### src/rtl/game_scoreboard.sv
// game_scoreboard: turns GAME core level outputs (winner/loser/gameover) into
// single-cycle events. It keeps saturating win/loss tallies and the match
// result, and queues every accepted event in a small FIFO that a host drains
// over a valid/ready handshake.
// Optional feature: define SCOREBOARD_STREAK_EN to track the longest run of
// consecutive wins on best_streak. Without it, best_streak is tied to 0.
module game_scoreboard #(
  parameter int CNT_W      = 8,
  parameter int FIFO_DEPTH = 4
) (
  input  logic             clk,
  input  logic             rst,
  input  logic             winner,
  input  logic             loser,
  input  logic             gameover,
  input  logic [1:0]       who,
  input  logic             clr,
  output logic [CNT_W-1:0] win_count,
  output logic [CNT_W-1:0] loss_count,
  output logic             match_done,
  output logic [1:0]       match_who,
  output logic             evt_valid,
  input  logic             evt_ready,
  output logic [3:0]       evt_data,
  output logic             overflow,
  output logic             conflict,
  output logic [CNT_W-1:0] best_streak
);

  localparam int PW = $clog2(FIFO_DEPTH);
  localparam int CW = PW + 1;
  localparam logic [CNT_W-1:0] CNT_MAX = '1;

  typedef enum logic [1:0] {IDLE, PLAYING, DONE} state_t;

  state_t state_q, state_d;

  logic winner_q, loser_q, gameover_q;
  logic ev_win, ev_loss, ev_go;
  logic active, take_win, take_loss, take_go, has_wl, conflict_set;

  logic [3:0]    mem [FIFO_DEPTH];
  logic [PW-1:0] wr_ptr, rd_ptr;
  logic [CW-1:0] count;
  logic          pop, fits;
  logic [CW:0]   free_slots;
  logic [1:0]    n_push, n_acc;
  logic [3:0]    e0, e1, wl_entry, go_entry;

  assign ev_win  = winner & ~winner_q;
  assign ev_loss = loser & ~loser_q;
  assign ev_go   = gameover & ~gameover_q;

  assign evt_valid  = (count != '0);
  assign evt_data   = mem[rd_ptr];
  assign match_done = (state_q == DONE);
  assign pop        = evt_valid & evt_ready;

  // Edge history always tracks the inputs, even during clr, so a held level never re-fires
  always_ff @(posedge clk or negedge rst) begin
    if (!rst) begin
      winner_q   <= 1'b0;
      loser_q    <= 1'b0;
      gameover_q <= 1'b0;
    end else begin
      winner_q   <= winner;
      loser_q    <= loser;
      gameover_q <= gameover;
    end
  end

  // Event qualification and push planning: win/loss goes first, gameover second
  always_comb begin
    active       = ~clr & (state_q != DONE);
    take_win     = active & ev_win;
    take_loss    = active & ev_loss & ~ev_win;
    take_go      = active & ev_go;
    conflict_set = active & ev_win & ev_loss;
    has_wl       = take_win | take_loss;
    wl_entry     = {(take_win ? 2'b01 : 2'b10), who};
    go_entry     = {2'b11, who};
    e0           = has_wl ? wl_entry : go_entry;
    e1           = go_entry;
    n_push       = {1'b0, has_wl} + {1'b0, take_go};
    free_slots   = (CW+1)'(FIFO_DEPTH) - {1'b0, count} + (CW+1)'(pop);
    fits         = ((CW+1)'(n_push) <= free_slots);
    n_acc        = fits ? n_push : free_slots[1:0];
  end

  // Match FSM next-state: clr always returns to IDLE, DONE holds until then
  always_comb begin
    state_d = state_q;
    if (clr) begin
      state_d = IDLE;
    end else begin
      case (state_q)
        IDLE:    if (take_go) state_d = DONE; else if (has_wl) state_d = PLAYING;
        PLAYING: if (take_go) state_d = DONE;
        DONE:    state_d = DONE;
        default: state_d = IDLE;
      endcase
    end
  end

  // Match FSM state register
  always_ff @(posedge clk or negedge rst) begin
    if (!rst) state_q <= IDLE;
    else      state_q <= state_d;
  end

  // Tallies, match result and sticky flags
  always_ff @(posedge clk or negedge rst) begin
    if (!rst) begin
      win_count  <= '0;
      loss_count <= '0;
      match_who  <= 2'b00;
      overflow   <= 1'b0;
      conflict   <= 1'b0;
    end else if (clr) begin
      win_count  <= '0;
      loss_count <= '0;
      match_who  <= 2'b00;
      overflow   <= 1'b0;
      conflict   <= 1'b0;
    end else begin
      if (take_win && win_count != CNT_MAX)   win_count  <= win_count + CNT_W'(1);
      if (take_loss && loss_count != CNT_MAX) loss_count <= loss_count + CNT_W'(1);
      if (take_go)      match_who <= who;
      if (!fits)        overflow  <= 1'b1;
      if (conflict_set) conflict  <= 1'b1;
    end
  end

  // Event FIFO: up to two pushes plus one pop per cycle, excess pushes are dropped
  always_ff @(posedge clk or negedge rst) begin
    if (!rst) begin
      wr_ptr <= '0;
      rd_ptr <= '0;
      count  <= '0;
      for (int i = 0; i < FIFO_DEPTH; i++) mem[i] <= 4'h0;
    end else if (clr) begin
      wr_ptr <= '0;
      rd_ptr <= '0;
      count  <= '0;
    end else begin
      if (n_acc != 2'd0) mem[wr_ptr] <= e0;
      if (n_acc == 2'd2) mem[wr_ptr + PW'(1)] <= e1;
      wr_ptr <= wr_ptr + PW'(n_acc);
      rd_ptr <= rd_ptr + PW'(pop);
      count  <= count + CW'(n_acc) - CW'(pop);
    end
  end

`ifdef SCOREBOARD_STREAK_EN
  logic [CNT_W-1:0] cur_streak, streak_inc;

  assign streak_inc = (cur_streak == CNT_MAX) ? cur_streak : cur_streak + CNT_W'(1);

  // Current win run and the best run seen since the last clr/reset
  always_ff @(posedge clk or negedge rst) begin
    if (!rst) begin
      cur_streak  <= '0;
      best_streak <= '0;
    end else if (clr) begin
      cur_streak  <= '0;
      best_streak <= '0;
    end else if (take_win) begin
      cur_streak <= streak_inc;
      if (streak_inc > best_streak) best_streak <= streak_inc;
    end else if (take_loss) begin
      cur_streak <= '0;
    end
  end
`else
  assign best_streak = '0;
`endif

endmodule

### config.mk
export PLATFORM = sky130hd
export DESIGN_NAME = game_scoreboard
export DESIGN_NICKNAME = d
export VERILOG_FILES = /design/src/rtl/game_scoreboard.sv
export SDC_FILE = /design/constraint.sdc
export NUM_CORES = 1
export LEC_CHECK = 0
export CORE_AREA = 4 4 89 75
export DETAILED_ROUTE_END_ITERATION = 8
export DIE_AREA = 0 0 93 79
export GPL_ROUTABILITY_DRIVEN = 0
export HOLD_SLACK_MARGIN = 0.06
export PLACE_DENSITY = 0.78
export SYNTH_ARGS = -nofsm -noshare
export SYNTH_HDL_FRONTEND = slang
export SYNTH_SLANG_ARGS = --single-unit
### constraint.sdc
create_clock -name clk -period 4.8 [get_ports clk]
set_input_delay 0.96 -clock clk [delete_from_list [all_inputs] [get_ports clk]]
set_output_delay 0.96 -clock clk [all_outputs]
set_load 0.01 [all_outputs]
* Word-level counts from Yosys, hierarchy flattened
Index checks and enable logic that the tools add are counted.
** Storage, ports and cells
- Flip-flop bits (word level) :: 48
- Input bits :: 9
- Output and inout port bits :: 34
- Word-level logic and storage cells :: 105
** Cells by class
- Add/sub/neg operators :: 10
- Order comparisons :: 6
- Equality and inequality tests :: 9
- Multiplexer cells :: 33
- Bitwise gates (word level) :: 19
- Reduce and logical (&&, ||, !) cells :: 12
** Operator list (count)
- 16-bit two-way mux :: 3
- 16-bit bitwise mux :: 2
- 8-bit two-way mux :: 4
- 2-bit two-way mux :: 10
- 4-bit two-way mux :: 5
- 8-bit by 1-bit adder with 8-bit output, second input constant :: 2
- 4-bit demux with 2-bit select :: 2
- 8-bit inequality test, second input constant :: 2
- 1-bit bitwise AND :: 10
- 2-bit nonzero test :: 5
- 3-bit greater-or-equal comparator, second input constant :: 3
- 2-bit NOT with 3-bit output :: 3
- 4-bit binary-select mux with 2-bit select :: 1
- 3-bit by 1-bit less-than comparator with 1-bit output, second input constant :: 2
- 2-bit case mux with 3 select lines :: 1
- 1-bit NOT :: 5
- 4-bit by 1-bit adder with 4-bit output :: 1
- 2-bit == test, second input constant :: 2
- 2-bit by 4-bit <= comparator with 1-bit output :: 1
- 1-bit logical AND :: 4
- 1-bit two-way mux :: 4
- 2-bit inequality test, second input constant :: 2
- 4-bit inequality test, second input constant :: 1
- 3-bit by 3-bit subtractor with 4-bit output, first input constant :: 1
- 13 further kinds :: 13

* Logic depth before layout (Yosys ltp)
Gate-level depths: netlist (run 1).
- Depth after elaboration :: 13
- Depth in mapped cells :: 20
- Gate-level depth less buffers :: 19

* Least setup slack after synthesis (run 1)
OpenSTA, ideal clock, no wires.
- Path type :: input to register
- Start :: input port clr
- End :: register count[2]
- Setup time :: 0.132 ns
- Arrival :: 3.954 ns
- Data required time :: 4.668 ns
- Slack :: 0.714 ns
- Stages on the path :: 14
- Buffers on the path :: 2
- Cell sequence :: buf_6 nor4b_2 ha_1 inv_1 ha_1 nand2_1 o221a_1 buf_6 mux2i_4 ha_1 fa_1 xnor2_1 xnor2_1 nor2_1
** On the way
- Longest elaborated chain between the ends :: 11
- Elaborated cells on any way between the ends :: 13
- Those cells by class :: add/sub: 3; order compare: 1; mux: 2; bitwise: 7
** RTL lines
- start, declared :: line 17 : input logic clr,
- 1-bit NOT :: line 74 : active = ~clr & (state_q != DONE);
- 1-bit bitwise AND :: line 74
- 1-bit bitwise AND (2 in series) :: line 76 : take_loss = active & ev_loss & ~ev_win;
- 1-bit bitwise OR :: line 79 : has_wl = take_win | take_loss;
- 1-bit by 1-bit adder with 2-bit output :: line 84 : n_push = {1'b0, has_wl} + {1'b0, take_go};
- 2-bit by 4-bit <= comparator with 1-bit output :: line 86 : fits = ((CW+1)'(n_push) <= free_slots);
- 2-bit two-way mux :: line 87 : n_acc = fits ? n_push : free_slots[1:0];
- 3-bit by 2-bit adder with 3-bit output :: line 150 : count <= count + CW'(n_acc) - CW'(pop);
- 3-bit by 1-bit subtractor with 3-bit output :: line 150
- 3-bit two-way mux * :: line 141 : end else if (clr) begin
- end signal, assigned :: line 150
- end, declared :: line 44 : logic [CW-1:0] count;
Every way passes the cells marked *; elsewhere a longest branch is shown, timed or not.
A chain may end at the register's enable or synchronous reset.

* Final worst setup path (run 1)
- Start :: input port winner
- End :: register count[2]
** On the way
- Longest elaborated chain between the ends :: 10
- Elaborated cells on any way between the ends :: 11
- Those cells by class :: add/sub: 3; order compare: 1; mux: 2; bitwise: 5
** RTL lines
- start, declared :: line 13 : input logic winner,
- 1-bit bitwise AND * :: line 50 : assign ev_win = winner & ~winner_q;
- 1-bit NOT :: line 76
- 1-bit bitwise AND :: line 76
- 1-bit bitwise OR * :: line 79
- 1-bit by 1-bit adder with 2-bit output * :: line 84
- 2-bit by 4-bit <= comparator with 1-bit output :: line 86
- 2-bit two-way mux * :: line 87
- 3-bit by 2-bit adder with 3-bit output * :: line 150
- 3-bit by 1-bit subtractor with 3-bit output * :: line 150
- 3-bit two-way mux * :: line 141
Marks and branches as above.

==> results of run 1 <==
## cell usage after synthesis, drive strengths merged
master	n
and2	1
mux2i	5
or2	1
inv	15
or3b	1
o41ai	1
conb	1
nor2	29
clkbuf	4
mux4	4
xor2	1
nor4b	4
mux2	10
nor3	2
o21ai	11
o32a	4
nand3	7
nand2b	3
o221ai	1
a21oi	8
dfrtp	48
o221a	1
o211ai	1
nand4	1
nand2	22
fa	1
or3	3
a31oi	5
nor3b	1
xnor2	15
a22o	1
nor4	2
nand3b	5
nor2b	9
o22ai	2
ha	16
and4	2
and4bb	1
or4	1
buf	12
## cell type report
type | count | area, µm² | share of cell area, %
tap | 81 | 101.3 | 3.064
timing repair buffer | 38 | 365.4 | 11.04
inverter | 15 | 56.30 | 1.702
clock buffer | 5 | 68.82 | 2.080
multi-input combinational | 190 | 1473 | 44.52
clock inverter | 3 | 42.54 | 1.286
sequential | 48 | 1201 | 36.31
## cell usage in the layout (no fill, tap or decap), types with 7 or more instances in the layout
cell type	n
clkdlybuf4s50_1	33
conb_1	8
dfrtp_1	48
ha_1	16
inv_1	15
nand2_1	20
nand3_1	7
nor2_1	29
nor2b_1	9
o21ai_0	9
xnor2_1	15
## through the flow
step | instance area [µm²] | setup WS [ps]
6_report | 3308 | 455.5
5_1_grt | 3308 | 224.8
2_1_floorplan | 2838 | 714.4
3_3_place_gp | 3197 | 275.5
4_1_cts | 3308 | 486.3
3_5_place_dp | 3197 | 172.7
## critical path, stage by stage
cell	delay [ps]
clkdlybuf4s50_1	440
nor2b_1	160
o21ai_0	350
inv_1	90
ha_1	350
inv_1	90
ha_1	290
nand2_1	90
o221a_1	330
mux2i_4	290
ha_1	270
fa_1	440
xnor2_1	180
xnor2_1	140
nor2_1	50
## how the worst max path moves through the flow
stage,end,depth (start not counted)
after floorplan,count[2],14
after global placement,count[2],15
after detailed placement,count[2],15
after CTS,count[2],15
after global routing,count[2],15
final,count[2],15
## cells by family (layout without fill, tap and decap cells)
| group | count (synthesis) | count (layout) | share of synthesized area, % |
|---|---|---|---|
| XOR/XNOR | 16 | 16 | 4.985 |
| flip-flops | 48 | 48 | 42.72 |
| AO/OA/AOI/OAI | 35 | 35 | 8.501 |
| other | 1 | 8 | 0.1334 |
| AND/OR/NAND/NOR | 95 | 95 | 19.14 |
| adder cells (fa/ha/maj) | 17 | 17 | 7.833 |
| buffers and inverters | 31 | 61 | 5.830 |
| multiplexers | 19 | 19 | 10.86 |
## layer usage
metal	global-route usage, %	up-vias	wire (µm)
met5	0	-	0
met4	4.246	0	59
met3	3.409	7	181
met2	25.74	30	2425
met1	23.62	955	2730
li1	-	965	-
## registers in the layout (all words and copies together), names as in the netlist, 2 cells and up
name        cells
mem            16
loss_count      8
win_count       8
count           3
match_who       2
rd_ptr          2
state_q         2
wr_ptr          2
## power by group
| group | switching (µW) | internal, µW |
|---|---|---|
| Clock | 138 | 154 |
| Sequential | 82.9 | 497 |
| Combinational | 300 | 350 |
| Total | 521 | 1000 |
==> metrics, run 1 <==
Final Core Density=a little under three fifths; dominant cell type by area after synthesis=dfrtp_1; clock buffers created by TritonCTS=5; setup violators final=0; post-CTS setup buffers=0; Boundary Pins=43; hold_buf cts=0; CP arrival=about 4500 ps; WHS Endpoint=mem[15]; H-tree level count=2; # fillers=519; critical path launch point=winner; Starting Density=slightly below 50%; Core Box Area=about 0.0058 mm²; Final HPWL DP=between 4 and 5 mm; Syn-to-layout area delta=17.67%; largest cells by area after synthesis=dfrtp_1, ha_1, xnor2_1; Die Area=about 0.0073 mm²; largest net degree at the start of global routing=49; clk_skew=9.773 ps; final wirelength=approximately 5.4 mm; CTS-repair resized insts=0; slew margin rel.=slightly below 30%; RSZ-0062 raised after global routing=false; Worst setup EP type=flop; worst r2r dst=count[2]; vias in the first global route=between 2000 and 2500; Max clock buf depth=2; Clock transition at path regs=~90 ps; synthesis-stage register bit count=48; LEAKAGE=around 0.0014 µW; Least-Margin Pin Slew=~1100 ps; Syn Std Cell Area=0.002811 mm²; I/O Buffers=34; share of Yosys cell area claimed by the top area cell type=approximately 43%; pwr dens=460.1 mW/mm²; reg2reg start=count[0]; synth unique cells=50; ANT cells=0; Worst Hold Class=flop to flop; max-slew violation total from the final report=0; final critical-path share of the clock period=approximately nine tenths; Cells after Synth=262; Layout Nets=between 300 and 400; WP data required=around 5000 ps; DRC viols=0; final hold violation count=0; layout cell share with drive strength beyond 1=about 14%; placed cells=about 370; crit-path max FO=5; Die Span Y=79 µm; routed vias=1957; post-synthesis sequential area ratio=between 40% and 50%; 1st-pass router iterations=4; via/cell ratio=between 5 and 6; Die W=93 µm; maxcap violations=0; flop2flop setup slack=about 960 ps; achievable frequency=230.2 MHz; fin cells=380; setup TNS=0 ps; initial antenna violation count=0; first-pass GRT wire length=9.673 mm; crit path kind=input pin to flop; standard-cell row count=25; Final min period=around 4300 ps; WHS Path Cells=1; total power=1522 µW; Initial DRC Count=roughly 110; Sink Count=48; routed wire length per instance=14.20 µm; beginning of the worst hold path=mem[15]; clock root cell=clkbuf_8; GRT Util Overall=between 10% and 20%; Synth Area per Inst=between 10 and 15 µm²; Hold WS=around 510 ps; worst skew pair latency=about 300 ps; status=completed; Antenna Nets Post-Route=0; TritonCTS clock tree=done; GR Overflow Total=0; critical path launch point type=input pin; cells on worst reg2reg path=15; synth warn=0; peak supply drop=around 190 µV
(Power assumes the default switching activity.)
==> inputs of run 2 (changes only) <==
Settings changed: PLACE_DENSITY 0.78 to 0.73.
==> run 2 against run 1 <==
- wire length increased by 2.6%
- register-to-register slack got worse by 40 ps
- via count increased by 1.0%
- core utilization increased by 0.13 points
==> metrics, run 2 (synthesized netlist as in run 1, its figures left out) <==
post-CTS setup buffers=0; worst skew pair latency=about 310 ps; most frequent cells in the layout=dfrtp_1, clkdlybuf4s50_1, nor2_1, nand2_1, ha_1; Register Area=~0.0012 mm²; Layout Nets=approximately 330; Least-Margin Pin Slew=~1100 ps; Syn-to-layout area delta=17.94%; H-tree level count=2; Die Area=between 0.007 and 0.008 mm²; dpl ws=198.4 ps; Worst setup EP type=flop; final critical-path share of the clock period=between 80% and 90%; GRT Util Overall=16.88%; 1st-pass router iterations=4; max reg flops=16; largest net degree at the start of global routing=just under 50; routed vias=1977; flop2flop setup slack=slightly above 900 ps; Final min period=around 4300 ps; crit-path max FO=6; final hold violation count=0; clock root cell=clkbuf_8; beginning of the worst hold path=mem[15]; crit path kind=input pin to flop; GRT Max-Usage Layer=met2; CP arrival=~4500 ps; setup TNS=0 ps; vias in the first global route=~2000; maxcap violations=0; reg2reg start=count[1]; GR Overflow Total=0; Sink Count=between 40 and 50; status=completed; LEAKAGE=between 0.001 and 0.0015 µW; met2 usage=a little over a quarter; clk_skew=14.39 ps; final wirelength=5.540 mm; Core Box Area=0.005756 mm²; standard-cell row count=25; Antenna Nets Post-Route=0; RSZ-0062 raised after global routing=false; Max clock buf depth=2; WHS Path Cells=1; worst r2r dst=count[2]; via/cell ratio=around 5.2; # fillers=just over 500; routed wire length per instance=~15 µm; ANT cells=0; GRT met1 Usage=between 20% and 30%; multi-input logic area=0.001473 mm²; CTS-repair resized insts=0; Boundary Pins=43; achievable frequency=~230 MHz; cells on worst reg2reg path=18; Starting Density=between 40% and 50%; Die W=93 µm; DRC viols=0; Setup WS post-layout=between 400 and 500 ps; peak supply drop=slightly below 200 µV; max-slew violation total from the final report=0; WHS Endpoint=mem[15]; biggest regs=mem (16), loss_count (8), win_count (8); critical path launch point type=input pin; initial antenna violation count=0; Initial DRC Count=roughly 120; WP data required=4990 ps; most common cell after layout, fill and taps aside=dfrtp_1; pwr dens=458.8 mW/mm²; GR met3 Demand/Resource=4.167%; layout cell share with drive strength beyond 1=approximately 15%; critical path launch point=winner; first-pass GRT wire length=between 9 and 10 mm; slew margin rel.=approximately 28%; setup violators final=0; Worst Hold Class=flop to flop; hold_buf cts=0; Reg with most FFs=mem; I/O Buffers=34; clock buffers created by TritonCTS=5; TritonCTS clock tree=done; Clock transition at path regs=80 ps; Final HPWL DP=4.077 mm; Die Span Y=between 70 and 80 µm
[run 2: cell types whose count changed in the layout (fill, tap and decap cells not counted)]
cell and delta:
buf_4 +1
[run 2: worst max-delay path, stage by stage]
cell and delay [ps]:
clkdlybuf4s50_1 440, nor2b_1 160, o21ai_0 300, inv_1 80, ha_1 350, inv_1 90, ha_1 300, nand2_1 90
o221a_1 270, buf_4 220, o21ai_2 100, xnor2_1 150, ha_1 160, inv_1 50, fa_1 370, xnor2_1 200
xnor2_1 140, nor2_1 50
[run 2: how the worst max path moves through the flow]
stage                     depth (start not counted)       end
after CTS                                        18  count[2]
after global placement                           18  count[2]
after floorplan                                  14  count[2]
after detailed placement                         18  count[2]
final                                            18  count[2]
after global routing                             18  count[2]
[run 2: final cells by class]
cell class | count | share of cell area [%]
clock buffer | 5 | 2.075
clock inverter | 3 | 1.283
inverter | 15 | 1.698
multi-input combinational | 190 | 44.42
sequential | 48 | 36.23
tap | 81 | 3.057
timing repair buffer | 39 | 11.25
[run 2: routing by layer]
layer  wire length [µm]  vias to the layer above
li1                   -                      966
met1               2740                      965
met2               2510                       42
met3                258                        4
met4                 30                        0
met5                  0                        -
[run 2: metrics by stage]
stage | hold slack (ps) | util [%] | area [µm²] | power (µW) | instances
floorplan | 464.7 | - | 2838 | 1060 | 269
global placement | 484.4 | 55.67 | 3204 | 1222 | 373
detailed placement | 496.0 | 55.67 | 3204 | 1238 | 373
CTS | 518.8 | 57.61 | 3316 | 1539 | 381
global route | 534.1 | 57.61 | 3316 | 1645 | 381
finish | 517.1 | 57.61 | 3316 | 1521 | 381
[run 2: report_power, final]
part | switching, µW | internal, µW
Clock | 141 | 154
Combinational | 297 | 347
Sequential | 84.4 | 497
Total | 522 | 999
